File: config.mk
export PLATFORM = sky130hd
export DESIGN_NAME = multiboot_ctrl
export DESIGN_NICKNAME = d
export VERILOG_FILES = /design/src/rtl/multiboot_ctrl.sv
export SDC_FILE = /design/constraint.sdc
export NUM_CORES = 1
export LEC_CHECK = 0
export BUFFER_PORTS_ARGS = -buffer_cell sky130_fd_sc_hd__buf_2
export CAP_MARGIN = 5
export CORE_MARGIN = 2
export CORE_UTILIZATION = 40
export DETAILED_ROUTE_END_ITERATION = 16
export GPL_TIMING_DRIVEN = 0
export PLACE_DENSITY_LB_ADDON = 0.12
export SLEW_MARGIN = 20
export SYNTH_ARGS = -nofsm -noshare
export SYNTH_HDL_FRONTEND = slang
export SYNTH_SLANG_ARGS = --single-unit
File: constraint.sdc
create_clock -name clock -period 2.2 [get_ports clock]
set_input_delay 0.11 -clock clock [delete_from_list [all_inputs] [get_ports clock]]
set_output_delay 0.11 -clock clock [all_outputs]
set_load 0.005 [all_outputs]
File: src/rtl/multiboot_ctrl.sv
// multiboot_ctrl: selects the SPI flash bitstream address and issues the
// single-cycle reboot request to the downstream ICAP multiboot sequencer.
//
// Ports:
//   clock, reset     system clock, synchronous active-high reset
//   io_wr, io_rd     register write / read strobes (read is informational)
//   io_addr, io_di   register select (0 ADDR_L, 1 ADDR_M, 2 ADDR_H, 3 CTRL)
//                    and write data
//   io_do            read data (combinational)
//   key_boot         recovery key, held HOLD_CYCLES to boot GOLDEN_ADDR
//   spi_addr         registered bitstream address, changes only entering FIRE
//   reboot           registered one-cycle reboot request
//   busy             high during FIRE and HOLDOFF
//
// Build option: MULTIBOOT_READBACK_EN enables register readback on io_do;
// without it io_do is the constant 8'hFF.
module multiboot_ctrl #(
    parameter logic [23:0] GOLDEN_ADDR    = 24'h000000,
    parameter int unsigned HOLD_CYCLES    = 20000000,
    parameter int unsigned HOLDOFF_CYCLES = 64
) (
    input  logic        clock,
    input  logic        reset,
    input  logic        io_wr,
    input  logic        io_rd,
    input  logic [1:0]  io_addr,
    input  logic [7:0]  io_di,
    output logic [7:0]  io_do,
    input  logic        key_boot,
    output logic [23:0] spi_addr,
    output logic        reboot,
    output logic        busy
);

    localparam int HW = $clog2(HOLD_CYCLES + 1);
    localparam int OW = $clog2(HOLDOFF_CYCLES + 1);

    localparam logic [HW-1:0] HOLD_MAX = HW'(HOLD_CYCLES);
    localparam logic [HW-1:0] HOLD_PRE = HW'(HOLD_CYCLES - 1);
    localparam logic [OW-1:0] OFF_LAST = OW'(HOLDOFF_CYCLES - 1);

    typedef enum logic [2:0] {
        S_LOCKED,
        S_KEY1,
        S_ARMED,
        S_FIRE,
        S_HOLDOFF
    } state_t;

    state_t        state_q, state_d;
    logic [23:0]   addr_q, addr_d;
    logic [HW-1:0] hold_q, hold_d;
    logic [OW-1:0] off_q, off_d;
    logic [23:0]   spi_q, spi_d;
    logic          reboot_q, reboot_d;
    logic          busy_q, busy_d;

    logic idle;
    logic wr_addr;
    logic wr_ctrl;
    logic key_fire;
    logic ctrl_fire;

    assign idle = (state_q == S_LOCKED) ||
                  (state_q == S_KEY1)   ||
                  (state_q == S_ARMED);

    assign wr_addr = io_wr && idle && (io_addr != 2'd3);
    assign wr_ctrl = io_wr && idle && (io_addr == 2'd3);

    // Fire only on the transition into the terminal count, so a key held
    // through HOLDOFF (counter saturated) cannot refire.
    assign key_fire  = key_boot && idle && (hold_q == HOLD_PRE);
    assign ctrl_fire = wr_ctrl && (state_q == S_ARMED) &&
                       (io_di == 8'h01);

    always_comb begin
        state_d  = state_q;
        addr_d   = addr_q;
        off_d    = off_q;
        spi_d    = spi_q;
        reboot_d = 1'b0;

        if (!key_boot) begin
            hold_d = '0;
        end else if (hold_q == HOLD_MAX) begin
            hold_d = hold_q;
        end else begin
            hold_d = hold_q + HW'(1);
        end

        if (wr_addr) begin
            case (io_addr)
                2'd0:    addr_d[7:0]   = io_di;
                2'd1:    addr_d[15:8]  = io_di;
                default: addr_d[23:16] = io_di;
            endcase
        end

        case (state_q)
            S_LOCKED: begin
                if (wr_ctrl) begin
                    state_d = (io_di == 8'hA5) ? S_KEY1 : S_LOCKED;
                end
            end
            S_KEY1: begin
                if (wr_ctrl) begin
                    state_d = (io_di == 8'h5A) ? S_ARMED : S_LOCKED;
                end
            end
            S_ARMED: begin
                if (wr_ctrl) begin
                    state_d = S_LOCKED;
                end
            end
            S_FIRE: begin
                state_d = S_HOLDOFF;
                off_d   = '0;
            end
            S_HOLDOFF: begin
                if (off_q == OFF_LAST) begin
                    state_d = S_LOCKED;
                end else begin
                    off_d = off_q + OW'(1);
                end
            end
            default: state_d = S_LOCKED;
        endcase

        // Key path has priority over a simultaneous CTRL trigger.
        if (key_fire || ctrl_fire) begin
            state_d  = S_FIRE;
            reboot_d = 1'b1;
            spi_d    = key_fire ? GOLDEN_ADDR : addr_q;
        end

        busy_d = (state_d == S_FIRE) || (state_d == S_HOLDOFF);
    end

    always_ff @(posedge clock) begin
        if (reset) begin
            state_q  <= S_LOCKED;
            addr_q   <= '0;
            hold_q   <= '0;
            off_q    <= '0;
            spi_q    <= GOLDEN_ADDR;
            reboot_q <= 1'b0;
            busy_q   <= 1'b0;
        end else begin
            state_q  <= state_d;
            addr_q   <= addr_d;
            hold_q   <= hold_d;
            off_q    <= off_d;
            spi_q    <= spi_d;
            reboot_q <= reboot_d;
            busy_q   <= busy_d;
        end
    end

    assign spi_addr = spi_q;
    assign reboot   = reboot_q;
    assign busy     = busy_q;

    logic unused_rd;
    assign unused_rd = io_rd;

`ifdef MULTIBOOT_READBACK_EN
    logic [1:0] st_code;

    always_comb begin
        case (state_q)
            S_LOCKED: st_code = 2'd0;
            S_KEY1:   st_code = 2'd1;
            S_ARMED:  st_code = 2'd2;
            default:  st_code = 2'd3;
        endcase

        case (io_addr)
            2'd0:    io_do = addr_q[7:0];
            2'd1:    io_do = addr_q[15:8];
            2'd2:    io_do = addr_q[23:16];
            default: io_do = {5'b0, busy_q, st_code};
        endcase
    end
`else
    assign io_do = 8'hFF;
`endif

endmodule

Word-level counts from Yosys, hierarchy flattened
Index checks and enable logic that the tools add are counted.
{ "totals": {"input_bits": 15, "word_cells": 61, "output_inout_bits": 34, "regBits": 85} }
{ "classes": {"n_reduce_logical": 20, "addsub": 2, "muxes": 12, "bitwise_logic": 2, "eq_ne": 16} }
{ "op_table": {"columns": ["operator", "n"], "rows": [
  ["equality test 25 bit, second input constant", 2],
  ["adder 25 x 1 -> 25 bit, second input constant", 1],
  ["two-way mux 24 bit", 1],
  ["two-way mux 3 bit", 5],
  ["one-hot mux 3 bit (5 select lines)", 1],
  ["one-hot mux 7 bit (2 select lines)", 1],
  ["equality test 3 x 2 -> 1 bit, second input constant", 3],
  ["equality test 8 x 1 -> 1 bit, second input constant", 1],
  ["equality test 8 x 7 -> 1 bit, second input constant", 1],
  ["equality test 8 bit, second input constant", 1],
  ["AND reduction 2 bit", 4],
  ["adder 7 x 1 -> 7 bit, second input constant", 1],
  ["equality test 7 x 6 -> 1 bit, second input constant", 1],
  ["logical AND 1 bit", 7],
  ["two-way mux 7 bit", 1],
  ["equality test 3 bit, second input constant", 2],
  ["logical OR 1 bit", 4],
  ["inequality test 2 bit, second input constant", 2],
  ["OR reduction 2 bit", 2],
  ["equality test 3 x 1 -> 1 bit, second input constant", 1],
  ["logical NOT 3 bit", 1],
  ["equality test 2 x 1 -> 1 bit, second input constant", 1],
  ["equality test 2 bit, second input constant", 1],
  ["logical NOT 2 bit", 1],
  ["other kinds (4)", 6]
]} }

Depth between registers and ports, before layout
Gate-level depths: netlist (run 1).
{ "logic_depth": {"ltp_word": 11, "depth_mapped": 7, "depth_no_buf": 5} }

Least setup slack after synthesis (run 1)
No wires, ideal clock.
{ "synth_timing": {"path_type": "register to register", "from": "register hold_q[0]", "to": "register spi_q[0], in the netlist spi_addr[0]", "path_stages_with_launch": 8, "arrival_ns": 1.847, "path_buffers": 2, "setup_time_ns": 0.122, "t_required_ns": 2.078, "slack_ns": 0.232, "cell_sequence": "dfxtp_1 -> ha_1 -> and4_1 -> clkbuf_1 -> nand2_1 -> o31ai_1 -> buf_2 -> a21oi_1"} }
{ "synth_via": {"elab_chain_cells": 3, "elab_cells_between_ends": 4, "cone_classes": "1 x eq/ne; 1 x mux; 2 x reduce/logical"} }
{ "synth_rtl": {"columns": ["item", "line_no", "source"], "rows": [
  ["start, declared", "52", "logic [HW-1:0] hold_q, hold_d;"],
  ["start signal, assigned", "152", "hold_q <= hold_d;"],
  ["equality test 25 bit *", "73", "assign key_fire = key_boot && idle && (hold_q == HOLD_PRE);"],
  ["logical AND 1 bit *", "73", null],
  ["two-way mux 24 bit or logical OR 1 bit (tied branches)", "134, 131", null],
  ["end signal, assigned", "154", "spi_q <= spi_d;"],
  ["end, declared", "54", "logic [23:0] spi_q, spi_d;"]
]} }
Mark *: on every way between the ends. The rest lies on a longest branch, timed or not.
A chain may end at the register's enable or synchronous reset.

Worst setup path in the final report (run 1)
{ "layout_timing": {"from": "register hold_q[5]", "to": "register spi_q[4], in the netlist spi_addr[4]"} }
The elaborated chain is that of the path after synthesis.

==> flow_summary_export.csv, run 1 <==
group,metric,value,unit
logic_synthesis,synth_top_cell_area_share,44.4,%
place,port-buffer-count,39,
route,wl_per_cell,14.5,µm
logic_synthesis,yosys.area_share.adder,0.980,%
logic_synthesis,synth_compound_area_share,13.3,%
place,pre_cts_slack,-0.515,ns
layout,fin_area,4530,µm²
layout,syn2layout_area_growth,18.2,%
logic_synthesis,avgSynthCellArea,8.75,µm²
place,placed_cell_area,4210,µm²
route,drtAntennaViolNets,0,
run,maxCapViolCount,0,
cts,cts_root_buffer,"clkbuf_8",
setup_path,critical_path.max_fanout,10,
setup_path,path_class,"flip-flop to flip-flop",
cts,cts_tree,"built",
setup_path,rrSetupSlack,0.15,ns
place,dp_hpwl,6.48,mm
sta,finalSetupViolations,0,
min_path,min_path_cells,3,
cts,h-tree-depth,3,
global_routing,grt_antenna_before_repair,0,
min_path,hold_path_startpoint,"io_di[5]",
outcome,outcome,"finished clean",
pwr,p_per_area,703,nW/µm²
setup_path,r2r_end,"spi_addr[4]",
pwr,clkPwrFrac,46.1,%
setup_path,end_kind,"flip-flop",
layout,final_common_cell,"dfxtp_1",
logic_synthesis,ys_seq_elements,85,
global_routing,grt_pass1_wl,15.1,mm
pwr,switching_power,0.672,mW
sta,holdWs,0.0761,ns
global_routing,grt_max_degree,15,
sta,relSlewSlack,53.1,%
global_routing,grt_pass1_vias,3146,
pwr,combPwrFrac,4.8,%
setup_path,reg2reg_depth,6,
pwr,power.total,3.18,mW
logic_synthesis,synth-xor-area-share,2.29,%
place,place_inst,613,
layout,fin_cells,631,
sta,drv_slew,0,
floorplan,boundaryPins,49,
sta,timing.fmax,488,MHz
pwr,netSwitchingFraction,21.1,%
logic_synthesis,synthSimpleGateAreaFrac,25.8,%
setup_path,cp.required,2.45,ns
cts,clk_pin_slew,0.09,ns
layout,final_layout_size_suffix_gt1_share,15.5,%
layout,finalCoreUtilization,48.8,%
pwr,ir_drop,345,µV
pwr,p_leak,1.73,nW
logic_synthesis,async_flop_share,0,%
sta,period_needed,2.05,ns
sta,clock_skew,0.00675,ns
floorplan,fp-row-count,35,
logic_synthesis,synth_edf_count,0,
floorplan,start_util,41.3,%
cts,clkSinkCount,85,
sta,fin_ws,0.153,ns
sta,rsz0062_at_grt,"no",
cts,worstSkewPairLatency,0.36,ns
setup_path,r2r_start,"hold_q[5]",
sta,final-hold-violation-count,0,
global_routing,gr-usage-all-layers,18.3,%
logic_synthesis,yosysTopAreaCell,"dfxtp_1",
logic_synthesis,yosys_warnings,0,
min_path,min_path_type,"input port to flip-flop",
floorplan,dieArea,10400,µm²
logic_synthesis,syn_area,3830,µm²
setup_path,arrival,2.30,ns
layout,diodes,0,
min_path,min_delay_worst_endpoint,"addr_q[13]",
route,vias,3372,
logic_synthesis,ys_seq_area_share,44.4,%
global_routing,grt_overflow,0,
sta,period_share,93.1,%
pwr,seqPwrFrac,49.1,%
setup_path,critPathLaunchType,"flip-flop",
cts,cts_buffers,9,
route,dr.pass1.iters,4,
logic_synthesis,synthMuxAreaShare,8.10,%
cts,clockBufferDepth,2,
logic_synthesis,netlist_top_cells_area,"dfxtp_1, mux2i_1, nand4_1, a21oi_1, nor2_1",
pwr,p_int,2.51,mW
floorplan,core_area,9280,µm²
route,viasPerCell,5.34,
route,drt-total-wl,9.14,mm
sta,finalSetupTns,0,ns
floorplan,die_width,102,µm
layout,fin_nets,515,
logic_synthesis,synth_top_family_by_area,"simple AND/OR/NAND/NOR gates",
layout,final_cell_mix,"dfxtp_1, nor2_1, buf_2",
place,gp_congestion,0.851,
logic_synthesis,synth_cell_type_count,44,
route,post-route-drc-count,0,
logic_synthesis,postSynthCellCount,438,
logic_synthesis,dominantRegCellSynth,"dfxtp_1",
sta,tightest_slew,0.698,ns
route,drt_iter0_markers,94,
floorplan,fp.dieH,102,µm
synthesized netlist by cell type, drive strengths merged (3+ instances only):
cell    instances
a21oi          35
a31oi           5
and3            8
and4            6
buf            10
clkbuf         28
dfxtp          85
ha              3
inv             5
mux2i          31
nand2          20
nand2b         10
nand3          16
nand4          36
nor2           40
nor2b           4
nor3            5
nor4            7
o21ai          31
o311ai          4
o31ai           7
or3             9
or4b            3
xor2           10
state kept, by name, indices dropped and copies added (netlist names):
signal,flops
spi_addr,24
addr_q,24
state_q,3
reboot,1
busy,1
off_q,7
hold_q,25
critical path, stage by stage (launching register included):
cell and delay [ns]:
dfxtp_1 0.41, and3_1 0.17, clkbuf_1 0.31, nand2_1 0.27, o31ai_4 0.46, buf_4 0.25
a21oi_1 0.05
timing repair:
item | CTS | global route
pin swaps | 0 | 2
resized for setup | 2 | 10
endpoints found under the hold margin | 0 | 0
endpoints found under the setup margin | 24 | 20
hold buffers | 0 | 0
buffers inserted | 0 | 3
worst max-delay path by stage:
stage / startpoint / endpoint / cells after the start
after floorplan: hold_q[0] / spi_addr[0] / 7
after detailed placement: hold_q[0] / spi_addr[4] / 7
after global placement: hold_q[0] / spi_addr[3] / 7
final: hold_q[5] / spi_addr[4] / 6
after global routing: hold_q[5] / spi_addr[22] / 6
after CTS: hold_q[1] / spi_addr[4] / 6
power groups by stage:
stage / registers (mW) / logic (mW) / clock network [mW]
final: 1.56 / 0.153 / 1.47
after global routing: 1.57 / 0.169 / 1.56
after CTS: 1.56 / 0.149 / 1.51
after detailed placement: 1.60 / 0.146 / 0
after global placement: 1.60 / 0.144 / 0
after floorplan: 1.60 / 0.0975 / 0
layer usage:
metal / global-route usage, % / share of wire (%) / vias to the layer above
met5: 0 / 0 / -
met4: 7.18 / 1.3 / 0
met3: 3.97 / 3.6 / 13
met2: 29.8 / 47 / 58
met1: 23.7 / 48 / 1582
li1: - / - / 1719
kinds of logic (layout without fill, tap and decap cells):
| family | count (synthesis) | count (layout) |
|---|---|---|
| muxes | 31 | 31 |
| xor gates and xnor gates | 10 | 10 |
| buffers and inverters | 43 | 100 |
| adders and majority gates | 3 | 3 |
| AOI/OAI and AO/OA | 89 | 89 |
| and+or+nand+nor | 176 | 176 |
| other | 1 | 8 |
| DFF | 85 | 85 |
area by class of cell:
cell class              instances  area, µm²
repair buffers                 42        218
inverters                       5       18.8
multi-input cells             317       1980
well taps                     129        161
flip-flops and latches         85       1700
fillers                       970       4760
clock buffers                  10        138
clock inverters                 6        134
plain buffers                  37        179
Note: power is estimated with default switching activity, not from simulation.
==> run 2: changes to the inputs <==
--- a/config.mk
+++ b/config.mk
@@ -5,11 +5,11 @@
 export SDC_FILE = /design/constraint.sdc
 export NUM_CORES = 1
 export LEC_CHECK = 0
-export BUFFER_PORTS_ARGS = -buffer_cell sky130_fd_sc_hd__buf_2
 export CAP_MARGIN = 5
 export CORE_MARGIN = 2
 export CORE_UTILIZATION = 40
 export DETAILED_ROUTE_END_ITERATION = 16
+export DONT_BUFFER_PORTS = 1
 export GPL_TIMING_DRIVEN = 0
 export PLACE_DENSITY_LB_ADDON = 0.12
 export SLEW_MARGIN = 20
==> run 2 against run 1 <==
- power shrank 13%
- flip-flop and latch count is the same
- worst setup slack lost 0.027 ns
- maximum frequency shrank 1.3%
- count of clock-buffer cells in the layout is the same
- final cell count shrank 5.2%
==> flow_summary_export.csv, run 2 (synthesis results as in run 1) <==
group,metric,value,unit
place,place_inst,574,
pwr,p_per_area,639,nW/µm²
place,pre_cts_slack,-0.498,ns
layout,syn2layout_area_growth,12.7,%
cts,cts_root_buffer,"clkbuf_8",
global_routing,grt_antenna_before_repair,0,
layout,final_cell_mix,"dfxtp_1, nor2_1, nand4_1",
sta,period_share,94.3,%
route,wl_per_cell,15.6,µm
min_path,min_delay_worst_endpoint,"hold_q[22]",
pwr,ir_drop,376,µV
sta,clock_skew,0.0155,ns
setup_path,cpMaxStageDelayCell,"dfxtp_1",
setup_path,worstPathCellList,"ha_1, and4_2, nand2_1, o31ai_4, buf_2, a21oi_1",
min_path,min_path_type,"input port to flip-flop",
route,post-route-drc-count,0,
setup_path,r2r_start,"hold_q[1]",
layout,regMostFlops,"hold_q",
setup_path,reg2reg_depth,6,
place,dp_hpwl,6.46,mm
layout,diodes,0,
route,dr.pass1.iters,5,
floorplan,dieArea,10400,µm²
global_routing,grt_max_degree,17,
layout,finalCoreUtilization,46.5,%
layout,fin_cells,598,
floorplan,die_width,102,µm
floorplan,fp.dieH,102,µm
min_path,hold_path_startpoint,"reset",
route,viasPerCell,5.48,
setup_path,path_class,"flip-flop to flip-flop",
route,met2_length,4.52,mm
layout,final_layout_size_suffix_gt1_share,8.96,%
outcome,outcome,"finished clean",
layout,largest_register_ffs,25,
run,maxCapViolCount,0,
route,drtAntennaViolNets,0,
route,met3_length,570,µm
place,port-buffer-count,0,
setup_path,cp.required,2.45,ns
cts,worstSkewPairLatency,0.37,ns
setup_path,critical_path.max_fanout,10,
min_path,min_path_cells,3,
layout,fin_nets,482,
cts,cts_buffers,9,
sta,final-hold-violation-count,0,
cts,clk_pin_slew,0.09,ns
setup_path,end_kind,"flip-flop",
route,drt_iter0_markers,69,
sta,fin_ws,0.126,ns
cts,clkSinkCount,85,
sta,rsz0062_at_grt,"no",
floorplan,boundaryPins,49,
sta,finalSetupTns,0,ns
place,gp_congestion,0.845,
setup_path,rrSetupSlack,0.13,ns
global_routing,gr-usage-all-layers,18.8,%
pwr,p_leak,1.53,nW
sta,relSlewSlack,58.6,%
floorplan,start_util,41.3,%
layout,final_common_cell,"dfxtp_1",
layout,fin_area,4320,µm²
setup_path,max_stage_delay,0.39,ns
global_routing,grt_overflow,0,
route,vias,3275,
setup_path,r2r_end,"spi_addr[1]",
pwr,power.total,2.76,mW
setup_path,arrival,2.33,ns
sta,drv_slew,0,
place,placed_cell_area,4020,µm²
floorplan,core_area,9280,µm²
cts,cts_tree,"built",
route,top_layer,"met4",
setup_path,critPathLaunchType,"flip-flop",
cts,clockBufferDepth,2,
layout,n_fill_cell,952,
sta,finalSetupViolations,0,
layout,register_area,1700,µm²
global_routing,grt_pass1_wl,15.3,mm
layout,multi_input_area,1980,µm²
sta,timing.fmax,482,MHz
sta,holdWs,0.0304,ns
route,drt-total-wl,9.33,mm
sta,period_needed,2.07,ns
floorplan,fp-row-count,35,
sta,tightest_slew,0.616,ns
route,wl_met1,4.08,mm
cts,h-tree-depth,3,
global_routing,grt_pass1_vias,3111,
-- run 2: where the power goes --
group	internal [mW]	switching, mW
combinational	0.0602	0.0842
clock	0.433	0.617
sequential	1.55	0.0100
total	2.05	0.712
-- run 2: cell type report --
cell class | count | share of cell area (%)
Sequential cell | 85 | 39.4
Inverter | 5 | 0.435
Multi-Input combinational cell | 317 | 45.8
Buffer | 34 | 3.91
Clock inverter | 6 | 1.25
Timing Repair Buffer | 12 | 2.55
Clock buffer | 10 | 2.95
Tap cell | 129 | 3.74
-- run 2: worst max-delay path by stage --
stage,start,to,cells after the start
after floorplan,hold_q[0],spi_addr[0],7
after global placement,hold_q[0],spi_addr[11],7
after detailed placement,hold_q[0],spi_addr[23],7
after CTS,hold_q[0],spi_addr[1],6
after global routing,hold_q[1],spi_addr[21],6
final,hold_q[1],spi_addr[1],6
-- run 2: per-layer routing --
metal | up-vias | GRT usage (%)
met3 | 12 | 5.20
met2 | 80 | 30.8
met4 | 0 | 6.15
met1 | 1530 | 24.3
li1 | 1653 | -
met5 | - | 0
-- run 2: repair_timing --
item	in CTS	in global routing
endpoints found under the hold margin	26	0
pin swaps	0	2
resized for setup	2	12
buffers inserted	0	4
hold buffers	8	0
endpoints found under the setup margin	24	29
-- run 2: critical path, delay by kind of cell (launching register included) --
| family | cells | cell delay [ns] |
|---|---|---|
| DFF | 1 | 0.39 |
| adders and majority gates | 1 | 0.26 |
| AOI/OAI and AO/OA | 2 | 0.45 |
| buffers and inverters | 1 | 0.29 |
| and+or+nand+nor | 2 | 0.59 |
